===== src/rtl/nx_ram_1r1w_arb.sv =====
// nx_ram_1r1w_arb: two-client read/write access controller for one
// nx_ram_1r1w instance, with optional post-reset init sweep.
//
// Ports:
//   clk, rst          sole clock, synchronous active-high reset
//   init_done         high once the controller grants clients (RUN)
//   c{0,1}_rd_*       read request/address/grant/return-valid
//   rd_data           read return data shared by both clients
//   c{0,1}_wr_*       write request/address/data/grant
//   ram_*             RAM drive (active-low enables), ram_dout return
//
// Build option: define NX_RAM_ARB_INIT_EN to enable the INIT sweep that
// writes INIT_VALUE to every entry before any client is granted.
module nx_ram_1r1w_arb #(
    parameter int unsigned      WIDTH      = 64,
    parameter int unsigned      DEPTH      = 256,
    parameter int unsigned      RD_LATENCY = 1,
    parameter logic [WIDTH-1:0] INIT_VALUE = '0,
    localparam int unsigned     AW         = (DEPTH > 1) ? $clog2(DEPTH) : 1
) (
    input  logic             clk,
    input  logic             rst,
    output logic             init_done,
    input  logic             c0_rd_req,
    input  logic [AW-1:0]    c0_rd_addr,
    output logic             c0_rd_gnt,
    output logic             c0_rd_vld,
    input  logic             c1_rd_req,
    input  logic [AW-1:0]    c1_rd_addr,
    output logic             c1_rd_gnt,
    output logic             c1_rd_vld,
    output logic [WIDTH-1:0] rd_data,
    input  logic             c0_wr_req,
    input  logic [AW-1:0]    c0_wr_addr,
    input  logic [WIDTH-1:0] c0_wr_data,
    output logic             c0_wr_gnt,
    input  logic             c1_wr_req,
    input  logic [AW-1:0]    c1_wr_addr,
    input  logic [WIDTH-1:0] c1_wr_data,
    output logic             c1_wr_gnt,
    output logic             ram_reb,
    output logic             ram_web,
    output logic [AW-1:0]    ram_ra,
    output logic [AW-1:0]    ram_wa,
    output logic [WIDTH-1:0] ram_din,
    output logic [WIDTH-1:0] ram_bwe,
    input  logic [WIDTH-1:0] ram_dout
);

    logic run;
    logic init_act;

`ifdef NX_RAM_ARB_INIT_EN
    typedef enum logic {
        S_INIT,
        S_RUN
    } state_e;

    state_e        state_q, state_d;
    logic [AW-1:0] ia_q, ia_d;
    logic          init_wr;

    always_ff @(posedge clk) begin
        if (rst) begin
            state_q <= S_INIT;
            ia_q    <= '0;
        end else begin
            state_q <= state_d;
            ia_q    <= ia_d;
        end
    end

    // The counter stops on the last address instead of wrapping.
    always_comb begin
        state_d = state_q;
        ia_d    = ia_q;
        init_wr = 1'b0;
        unique case (state_q)
            S_INIT: begin
                init_wr = 1'b1;
                if (ia_q == AW'(DEPTH - 1)) begin
                    state_d = S_RUN;
                end else begin
                    ia_d = ia_q + 1'b1;
                end
            end
            S_RUN:   state_d = S_RUN;
            default: state_d = S_INIT;
        endcase
    end

    // Nothing is driven while reset is held, whatever the old state.
    assign run      = (state_q == S_RUN) && !rst;
    assign init_act = init_wr && !rst;
`else
    logic unused_init;

    assign unused_init = ^INIT_VALUE;
    assign run         = !rst;
    assign init_act    = 1'b0;
`endif

    assign init_done = run;

    // Round-robin arbiters: pointer names the favoured client.
    logic       rp_q, rp_d;
    logic       wp_q, wp_d;
    logic [1:0] rd_gnt;
    logic [1:0] wr_gnt;

    always_comb begin
        rd_gnt = 2'b00;
        wr_gnt = 2'b00;
        if (run) begin
            unique case ({c1_rd_req, c0_rd_req})
                2'b01:   rd_gnt = 2'b01;
                2'b10:   rd_gnt = 2'b10;
                2'b11:   rd_gnt = rp_q ? 2'b10 : 2'b01;
                default: rd_gnt = 2'b00;
            endcase
            unique case ({c1_wr_req, c0_wr_req})
                2'b01:   wr_gnt = 2'b01;
                2'b10:   wr_gnt = 2'b10;
                2'b11:   wr_gnt = wp_q ? 2'b10 : 2'b01;
                default: wr_gnt = 2'b00;
            endcase
        end
    end

    always_comb begin
        rp_d = rp_q;
        wp_d = wp_q;
        if (rd_gnt[0]) rp_d = 1'b1;
        if (rd_gnt[1]) rp_d = 1'b0;
        if (wr_gnt[0]) wp_d = 1'b1;
        if (wr_gnt[1]) wp_d = 1'b0;
    end

    always_ff @(posedge clk) begin
        if (rst) begin
            rp_q <= 1'b0;
            wp_q <= 1'b0;
        end else begin
            rp_q <= rp_d;
            wp_q <= wp_d;
        end
    end

    assign c0_rd_gnt = rd_gnt[0];
    assign c1_rd_gnt = rd_gnt[1];
    assign c0_wr_gnt = wr_gnt[0];
    assign c1_wr_gnt = wr_gnt[1];

    // RAM drive; idle ports park at disabled with zero address/data.
    always_comb begin
        ram_reb = 1'b1;
        ram_ra  = '0;
        ram_web = 1'b1;
        ram_wa  = '0;
        ram_din = '0;
        if (rd_gnt[0]) begin
            ram_reb = 1'b0;
            ram_ra  = c0_rd_addr;
        end else if (rd_gnt[1]) begin
            ram_reb = 1'b0;
            ram_ra  = c1_rd_addr;
        end
        if (init_act) begin
            ram_web = 1'b0;
`ifdef NX_RAM_ARB_INIT_EN
            ram_wa  = ia_q;
`endif
            ram_din = INIT_VALUE;
        end else if (wr_gnt[0]) begin
            ram_web = 1'b0;
            ram_wa  = c0_wr_addr;
            ram_din = c0_wr_data;
        end else if (wr_gnt[1]) begin
            ram_web = 1'b0;
            ram_wa  = c1_wr_addr;
            ram_din = c1_wr_data;
        end
    end

    assign ram_bwe = '1;

    // Return tracking: {valid, client id} follows the RAM read latency.
    logic [RD_LATENCY-1:0] vld_q;
    logic [RD_LATENCY-1:0] id_q;

    always_ff @(posedge clk) begin
        if (rst) begin
            vld_q <= '0;
            id_q  <= '0;
        end else begin
            vld_q[0] <= |rd_gnt;
            id_q[0]  <= rd_gnt[1];
            for (int i = 1; i < int'(RD_LATENCY); i++) begin
                vld_q[i] <= vld_q[i-1];
                id_q[i]  <= id_q[i-1];
            end
        end
    end

    assign c0_rd_vld = vld_q[RD_LATENCY-1] & ~id_q[RD_LATENCY-1];
    assign c1_rd_vld = vld_q[RD_LATENCY-1] &  id_q[RD_LATENCY-1];
    assign rd_data   = ram_dout;

endmodule


===== config.mk =====
export PLATFORM = sky130hd
export DESIGN_NAME = nx_ram_1r1w_arb
export DESIGN_NICKNAME = d
export VERILOG_FILES = /design/src/rtl/nx_ram_1r1w_arb.sv
export SDC_FILE = /design/constraint.sdc
export NUM_CORES = 1
export LEC_CHECK = 0
export CORE_AREA = 8 8 168 170
export CTS_CLUSTER_DIAMETER = 200
export DETAILED_ROUTE_END_ITERATION = 16
export DIE_AREA = 0 0 176 178
export GPL_TIMING_DRIVEN = 0
export MAX_ROUTING_LAYER = met4
export PLACE_DENSITY_LB_ADDON = 0.3
export SYNTH_ARGS = -nofsm -noshare
export SYNTH_HDL_FRONTEND = slang
export SYNTH_SLANG_ARGS = --single-unit

===== constraint.sdc =====
create_clock -name clk -period 1.3 [get_ports clk]
set_input_delay 0.26 -clock clk [delete_from_list [all_inputs] [get_ports clk]]
set_output_delay 0.26 -clock clk [all_outputs]
set_load 0.1 [all_outputs]

# ---- After elaboration in Yosys (flattened, before gate mapping)
# Index checks and enable logic that the tools add are counted.
dict set report word_totals {
  ff_bits 4
  in_bits 230
  word_cells 33
}
dict set report op_classes {
  eq_ne 6
  n_mux 16
  n_bitwise 3
  reduce_logical 4
}
# cell n
set ops {}
lappend ops {{64-bit 2-to-1 mux} 2}
lappend ops {{8-bit 2-to-1 mux} 4}
lappend ops {{2-bit case mux with 3 select lines} 2}
lappend ops {{2-bit equality test (second input constant)} 4}
lappend ops {{2-bit 2-to-1 mux} 4}
lappend ops {{2-bit OR reduction} 3}
lappend ops {{2-bit by 1-bit equality test with 1-bit output (second input constant)} 2}
lappend ops {{1-bit 2-to-1 mux} 4}
lappend ops {{1-bit bitwise AND} 2}
lappend ops {{1-bit logical NOT} 1}
lappend ops {{1-bit inverter} 1}

# ---- Logic depth before layout (Yosys ltp)
dict set report depth {
  depth_word 5
  depth_mapped 5
}

# ---- Worst setup path before layout
# Ideal clock, no wire load.
dict set report synth_path {
  path_kind {input-to-output}
  start {input port c1_wr_req}
  end {output port c0_wr_gnt}
  t_arrival_ns 2.769
  required_ns 1.040
  path_slack_ns -1.729
  cell_stages 3
  n_path_buf 1
  path_cell_list {buf_2 and2_1 nor3b_1}
}
dict set report synth_via {
  elab_chain_cells 3
}
# item line
set synth_rtl {}
lappend synth_rtl {{start: declaration} 37} ;# input logic c1_wr_req,
lappend synth_rtl {{2-bit equality test / 2-bit by 1-bit equality test with 1-bit output (equally long branches)} 121} ;# unique case ({c1_wr_req, c0_wr_req})
lappend synth_rtl {{2-bit case mux with 3 select lines (*)} 121}
lappend synth_rtl {{2-bit 2-to-1 mux (*)} 114} ;# if (run) begin
lappend synth_rtl {{end: declaration} 36} ;# output logic c0_wr_gnt,
# Every way passes the cells marked *; elsewhere a longest branch is shown, timed or not.

# ---- Final worst setup path
dict set report layout_path {
  start {register wp_q}
  end {output port ram_din[31]}
}
dict set report layout_via {
  elab_chain_cells 5
}
# item line
set layout_rtl {}
lappend layout_rtl {{start: declaration} 107} ;# logic wp_q, wp_d;
lappend layout_rtl {{start signal: assignment} 145} ;# wp_q <= wp_d;
lappend layout_rtl {{2-bit 2-to-1 mux (*)} 124} ;# 2'b11: wr_gnt = wp_q ? 2'b10 : 2'b01;
lappend layout_rtl {{2-bit case mux with 3 select lines (*)} 121}
lappend layout_rtl {{2-bit 2-to-1 mux (*)} 114}
lappend layout_rtl {{64-bit 2-to-1 mux} 178} ;# end else if (wr_gnt[1]) begin
lappend layout_rtl {{64-bit 2-to-1 mux (*)} 174} ;# end else if (wr_gnt[0]) begin
lappend layout_rtl {{end: declaration} 45} ;# output logic [WIDTH-1:0] ram_din,
# Marked as above.

==> impl_results.html <==
<table>
<tr><th>Metric</th><th>Value</th></tr>
<tr><th colspan="2">Outcome</th></tr>
<tr><td>Result of the run</td><td>complete, but fails checks</td></tr>
<tr><td>Failing checks</td><td>setup timing</td></tr>
<tr><th colspan="2">Synthesis</th></tr>
<tr><td>Main combinational cell family by area after synthesis</td><td>buffers and inverters</td></tr>
<tr><td>Mapped cell area</td><td>around 0.0024 mm^2</td></tr>
<tr><td>Synth Register Bits</td><td>4</td></tr>
<tr><td>Post-synthesis sequential area ratio</td><td>between 3 and 4%</td></tr>
<tr><td>Async SR Flop Fraction</td><td>0%</td></tr>
<tr><td>Synth Area in XOR/XNOR</td><td>0%</td></tr>
<tr><td>Number of distinct library cell variants in the gate-level netlist after synthesis</td><td>18</td></tr>
<tr><td>Top cells by instance count after synthesis</td><td>sky130_fd_sc_hd__buf_4 (128), sky130_fd_sc_hd__nor2_1 (83), sky130_fd_sc_hd__a32oi_1 (80)</td></tr>
<tr><td>Post-synthesis share of cell area spent on and, or, nand and nor gates</td><td>between 10% and 20%</td></tr>
<tr><td>Cell count after synthesis</td><td>349</td></tr>
<tr><td>Dominant cells by area after synthesis</td><td>sky130_fd_sc_hd__buf_4 (39%), sky130_fd_sc_hd__a32oi_1 (29%), sky130_fd_sc_hd__nor2_1 (13%)</td></tr>
<tr><td>Multiplexer share of the synthesized area</td><td>0%</td></tr>
<tr><td>Per-instance average area after synthesis</td><td>roughly 7 um^2</td></tr>
<tr><td>Cell accounting for the most synthesized area</td><td>sky130_fd_sc_hd__buf_4</td></tr>
<tr><td>Synth Area in Compound Gates</td><td>a little under a third</td></tr>
<tr><td>Synth Area in Adders</td><td>0%</td></tr>
<tr><td>Most used DFF post-synth</td><td>sky130_fd_sc_hd__dfxtp_1</td></tr>
<tr><td>Ys Warns</td><td>0</td></tr>
<tr><td>Proportion of netlist area held by the largest area contributor</td><td>39.4%</td></tr>
<tr><td>Count of flip-flops with a built-in enable after synthesis</td><td>0</td></tr>
<tr><td>Count leader, synth</td><td>sky130_fd_sc_hd__buf_4</td></tr>
<tr><th colspan="2">Die</th></tr>
<tr><td>Floorplan Core Area</td><td>~0.026 mm^2</td></tr>
<tr><td>Overall die width</td><td>roughly 180 um</td></tr>
<tr><td>Die outline area</td><td>0.0313 mm^2</td></tr>
<tr><td>Boundary Pins</td><td>around 450</td></tr>
<tr><td>Height of the die</td><td>178 um</td></tr>
<tr><td>Total number of placement rows</td><td>59</td></tr>
<tr><td>Initial core utilization</td><td>about a tenth</td></tr>
<tr><th colspan="2">Layout</th></tr>
<tr><td>Layout-stage area growth over the synthesis result</td><td>273%</td></tr>
<tr><td>Final Core Density</td><td>35.5%</td></tr>
<tr><td>Final instance area</td><td>between 0.009 and 0.01 mm^2</td></tr>
<tr><td>Proportion of layout cells with a drive suffix above 1</td><td>roughly two thirds</td></tr>
<tr><td>Non-filler cells, final</td><td>1081</td></tr>
<tr><td>Fill cell count</td><td>approximately 2600</td></tr>
<tr><td>Number of nets at the end of the flow</td><td>a little under 1000</td></tr>
<tr><td>Ant diodes</td><td>0</td></tr>
<tr><th colspan="2">CTS</th></tr>
<tr><td>CTS tree</td><td>done</td></tr>
<tr><td>Hold buffer count at CTS</td><td>0</td></tr>
<tr><td>Clock-pin transition on the worst setup and hold timing paths</td><td>~0.030 ns</td></tr>
<tr><td>Cts bufs inserted</td><td>3</td></tr>
<tr><td>Worst skew pair latency</td><td>about 0.23 ns</td></tr>
<tr><td>Sinks on the clock net</td><td>4</td></tr>
<tr><td>Number of buffers on the longest clock path</td><td>2</td></tr>
<tr><td>Number of levels the H-tree was split into</td><td>1</td></tr>
<tr><td>Clock tree root driver cell</td><td>sky130_fd_sc_hd__clkbuf_16</td></tr>
<tr><th colspan="2">Detailed routing</th></tr>
<tr><td>Vias per cell</td><td>3.62</td></tr>
<tr><td>Remaining routing DRC violations</td><td>0</td></tr>
<tr><td>Routed length per instance</td><td>approximately 18 um</td></tr>
<tr><td>Post-DRT Antenna Nets</td><td>0</td></tr>
<tr><td>Routed wire length</td><td>19.5 mm</td></tr>
<tr><td>Number of design-rule violations left by the first detailed-router iteration</td><td>55</td></tr>
<tr><td>First-pass iteration count of the detailed router</td><td>4</td></tr>
<tr><td>Via count of the routed design</td><td>3917</td></tr>
<tr><th colspan="2">Critical path</th></tr>
<tr><td>RR Startpoint</td><td>rp_q</td></tr>
<tr><td>CP startpoint kind</td><td>register</td></tr>
<tr><td>Crit Path Class</td><td>reg -&gt; out</td></tr>
<tr><td>Category of the worst setup path capture point</td><td>primary output</td></tr>
<tr><td>Critical path fanouts, max</td><td>10</td></tr>
<tr><td>Worst Setup SP</td><td>wp_q</td></tr>
<tr><td>Worst endpoint required time</td><td>1.04 ns</td></tr>
<tr><td>Arrival time worst endpoint</td><td>approximately 1.6 ns</td></tr>
<tr><th colspan="2">Timing</th></tr>
<tr><td>Pins over their slew limit</td><td>0</td></tr>
<tr><td>Final setup TNS</td><td>-37.99 ns</td></tr>
<tr><td>Max-slew headroom at the worst pin</td><td>between 60 and 70%</td></tr>
<tr><td>Peak Freq</td><td>between 0.5 and 0.6 GHz</td></tr>
<tr><td>Minimum hold slack</td><td>about 0.37 ns</td></tr>
<tr><td>Clk_skew</td><td>slightly above 0.0007 ns</td></tr>
<tr><td>Number of hold violations in the final report</td><td>0</td></tr>
<tr><td>Slew @ Worst Pin</td><td>between 0.5 and 0.6 ns</td></tr>
<tr><td>Unrepaired setup endpoints after global routing</td><td>yes</td></tr>
<tr><td>Final count of negative-setup-slack endpoints</td><td>85</td></tr>
<tr><td>Share of the clock period used by the worst path after layout</td><td>141%</td></tr>
<tr><td>Final Critical Period</td><td>between 1.5 and 2 ns</td></tr>
<tr><td>Setup slack after layout</td><td>-0.538 ns</td></tr>
<tr><th colspan="2">Pwr</th></tr>
<tr><td>Pwr dens</td><td>735 mW/mm^2</td></tr>
<tr><td>Max VDD drop</td><td>0.423 mV</td></tr>
<tr><td>Overall power</td><td>6.68 mW</td></tr>
<tr><td>Leakage power</td><td>roughly 3.4 nW</td></tr>
<tr><th colspan="2">Global route</th></tr>
<tr><td>Overall global routing resource usage</td><td>roughly 11%</td></tr>
<tr><td>Initial antenna violation count</td><td>0</td></tr>
<tr><td>Pin count of the biggest net entering global routing</td><td>11</td></tr>
<tr><td>Total overflow reported by the global router</td><td>0</td></tr>
<tr><td>Global-route wire length before repair</td><td>around 27 mm</td></tr>
<tr><td>Via count of the first global-routing pass</td><td>~4400</td></tr>
<tr><th colspan="2">Place</th></tr>
<tr><td>Placed inst area</td><td>between 0.007 and 0.008 mm^2</td></tr>
<tr><td>Worst slack after detailed placement</td><td>-1.93 ns</td></tr>
<tr><td>Post-detail-place hpwl</td><td>~16 mm</td></tr>
<tr><td>Count of buffers inserted at the top-level ports</td><td>between 300 and 400</td></tr>
<tr><td>GPL Wtd Cong</td><td>approximately 0.7</td></tr>
<tr><td>Cells after DPL</td><td>1065</td></tr>
<tr><th colspan="2">Worst hold path</th></tr>
<tr><td>Hold crit path type</td><td>in -&gt; reg</td></tr>
<tr><td>Hold path startpoint</td><td>c0_wr_req</td></tr>
<tr><th colspan="2">Run</th></tr>
<tr><td>Max-cap viol count</td><td>0</td></tr>
</table>
==> where the power goes <==
part / switching (mW) / leakage (nW) / total [mW] / internal, mW
clock network: 0.0945 / 0.0370 / 0.488 / 0.394
registers: 0.00868 / 0.0342 / 0.141 / 0.132
logic: 3.97 / 3.36 / 6.05 / 2.08
total: 4.07 / 3.43 / 6.68 / 2.60
==> sequential cells by signal, summed over array words and instances (netlist names) <==
name / flops
id_q: 1
vld_q: 1
rp_q: 1
wp_q: 1
==> routing by layer <==
| metal | track usage [%] | up-vias | part of all wire, % | wire length (um) |
|---|---|---|---|---|
| li1 | - | 1887 | - | - |
| met1 | 11.8 | 1796 | 36 | 6960 |
| met2 | 21.6 | 229 | 56 | 10800 |
| met3 | 2.86 | 5 | 8.1 | 1590 |
| met4 | 0.812 | 0 | 0.42 | 82 |
| met5 | - | - | 0 | 0 |
==> worst paths after layout <==
check                                    to  slack [ns]  cells past startpoint
worst max-delay path            ram_din[31]       -0.54                      6
worst min-delay path                   wp_q        0.37                      3
worst max register to register         id_q        0.34                      3
worst min register to register         wp_q        0.52                      2
==> what timing repair did <==
item,in CTS,in global routing
setup buffers,7,1
pin swaps,24,5
gates cloned,4,1
gates resized for setup,1096,61
endpoints found under the setup margin,153,87
==> cells in the final DEF (no fill, tap or decap) <==
master | synthesis | routed
sky130_fd_sc_hd__buf_6 | 16 | 8
sky130_fd_sc_hd__nor2_4 | 0 | 81
sky130_fd_sc_hd__and2_4 | 0 | 2
sky130_fd_sc_hd__clkbuf_16 | 0 | 10
sky130_fd_sc_hd__a32oi_4 | 0 | 14
sky130_fd_sc_hd__and3_1 | 3 | 1
sky130_fd_sc_hd__dfxtp_4 | 0 | 1
sky130_fd_sc_hd__buf_8 | 0 | 7
sky130_fd_sc_hd__a32oi_2 | 0 | 47
sky130_fd_sc_hd__buf_4 | 128 | 135
sky130_fd_sc_hd__clkdlybuf4s15_2 | 0 | 64
sky130_fd_sc_hd__nor3_1 | 1 | 1
sky130_fd_sc_hd__buf_2 | 10 | 8
sky130_fd_sc_hd__o21ai_4 | 0 | 1
sky130_fd_sc_hd__clkbuf_4 | 0 | 1
sky130_fd_sc_hd__dfxtp_2 | 0 | 1
sky130_fd_sc_hd__clkinvlp_4 | 0 | 2
sky130_fd_sc_hd__clkdlybuf4s50_1 | 0 | 160
sky130_fd_sc_hd__and2_2 | 0 | 1
sky130_fd_sc_hd__nor3b_4 | 0 | 1
sky130_fd_sc_hd__a32oi_1 | 80 | 19
sky130_fd_sc_hd__nand2b_1 | 3 | 1
sky130_fd_sc_hd__conb_1 | 1 | 64
sky130_fd_sc_hd__clkbuf_8 | 0 | 2
sky130_fd_sc_hd__a21boi_2 | 2 | 1
sky130_fd_sc_hd__and3_4 | 0 | 2
sky130_fd_sc_hd__buf_16 | 0 | 2
sky130_fd_sc_hd__nor2_2 | 0 | 1
sky130_fd_sc_hd__nor2b_4 | 0 | 1
sky130_fd_sc_hd__nand2b_4 | 0 | 2
sky130_fd_sc_hd__a21boi_4 | 0 | 2
sky130_fd_sc_hd__a21oi_1 | 1 | 1
sky130_fd_sc_hd__buf_12 | 0 | 99
sky130_fd_sc_hd__nor2_1 | 83 | 1
sky130_fd_sc_hd__dfxtp_1 | 4 | 2
==> worst max-delay path: stages, from the launching register on <==
cell and delay (ns):
sky130_fd_sc_hd__dfxtp_2 0.33, sky130_fd_sc_hd__nand2b_4 0.15, sky130_fd_sc_hd__buf_12 0.16, sky130_fd_sc_hd__buf_12 0.15, sky130_fd_sc_hd__a32oi_1 0.31, sky130_fd_sc_hd__nor2_4 0.07, sky130_fd_sc_hd__buf_12 0.17
==> logic make-up (layout without fill, tap and decap cells) <==
kind of cell / Yosys count / after routing
buffers and inverters: 165 / 498
DFF: 4 / 4
and+or+nand+nor: 95 / 95
other: 1 / 64
AOI/OAI and AO/OA: 84 / 85
==> final cells by class <==
| cell class | count | area (um^2) | area share (%) |
|---|---|---|---|
| repair buffers | 330 | 4280 | 47.1 |
| multi-input cells | 244 | 2670 | 29.4 |
| plain buffers | 163 | 1540 | 17.0 |
| well taps | 335 | 419 | 4.61 |
| flip-flops and latches | 4 | 85.1 | 0.936 |
| clock buffers | 3 | 75.1 | 0.826 |
| inverters | 2 | 15.0 | 0.165 |
Note: power is estimated with default switching activity, not from simulation.
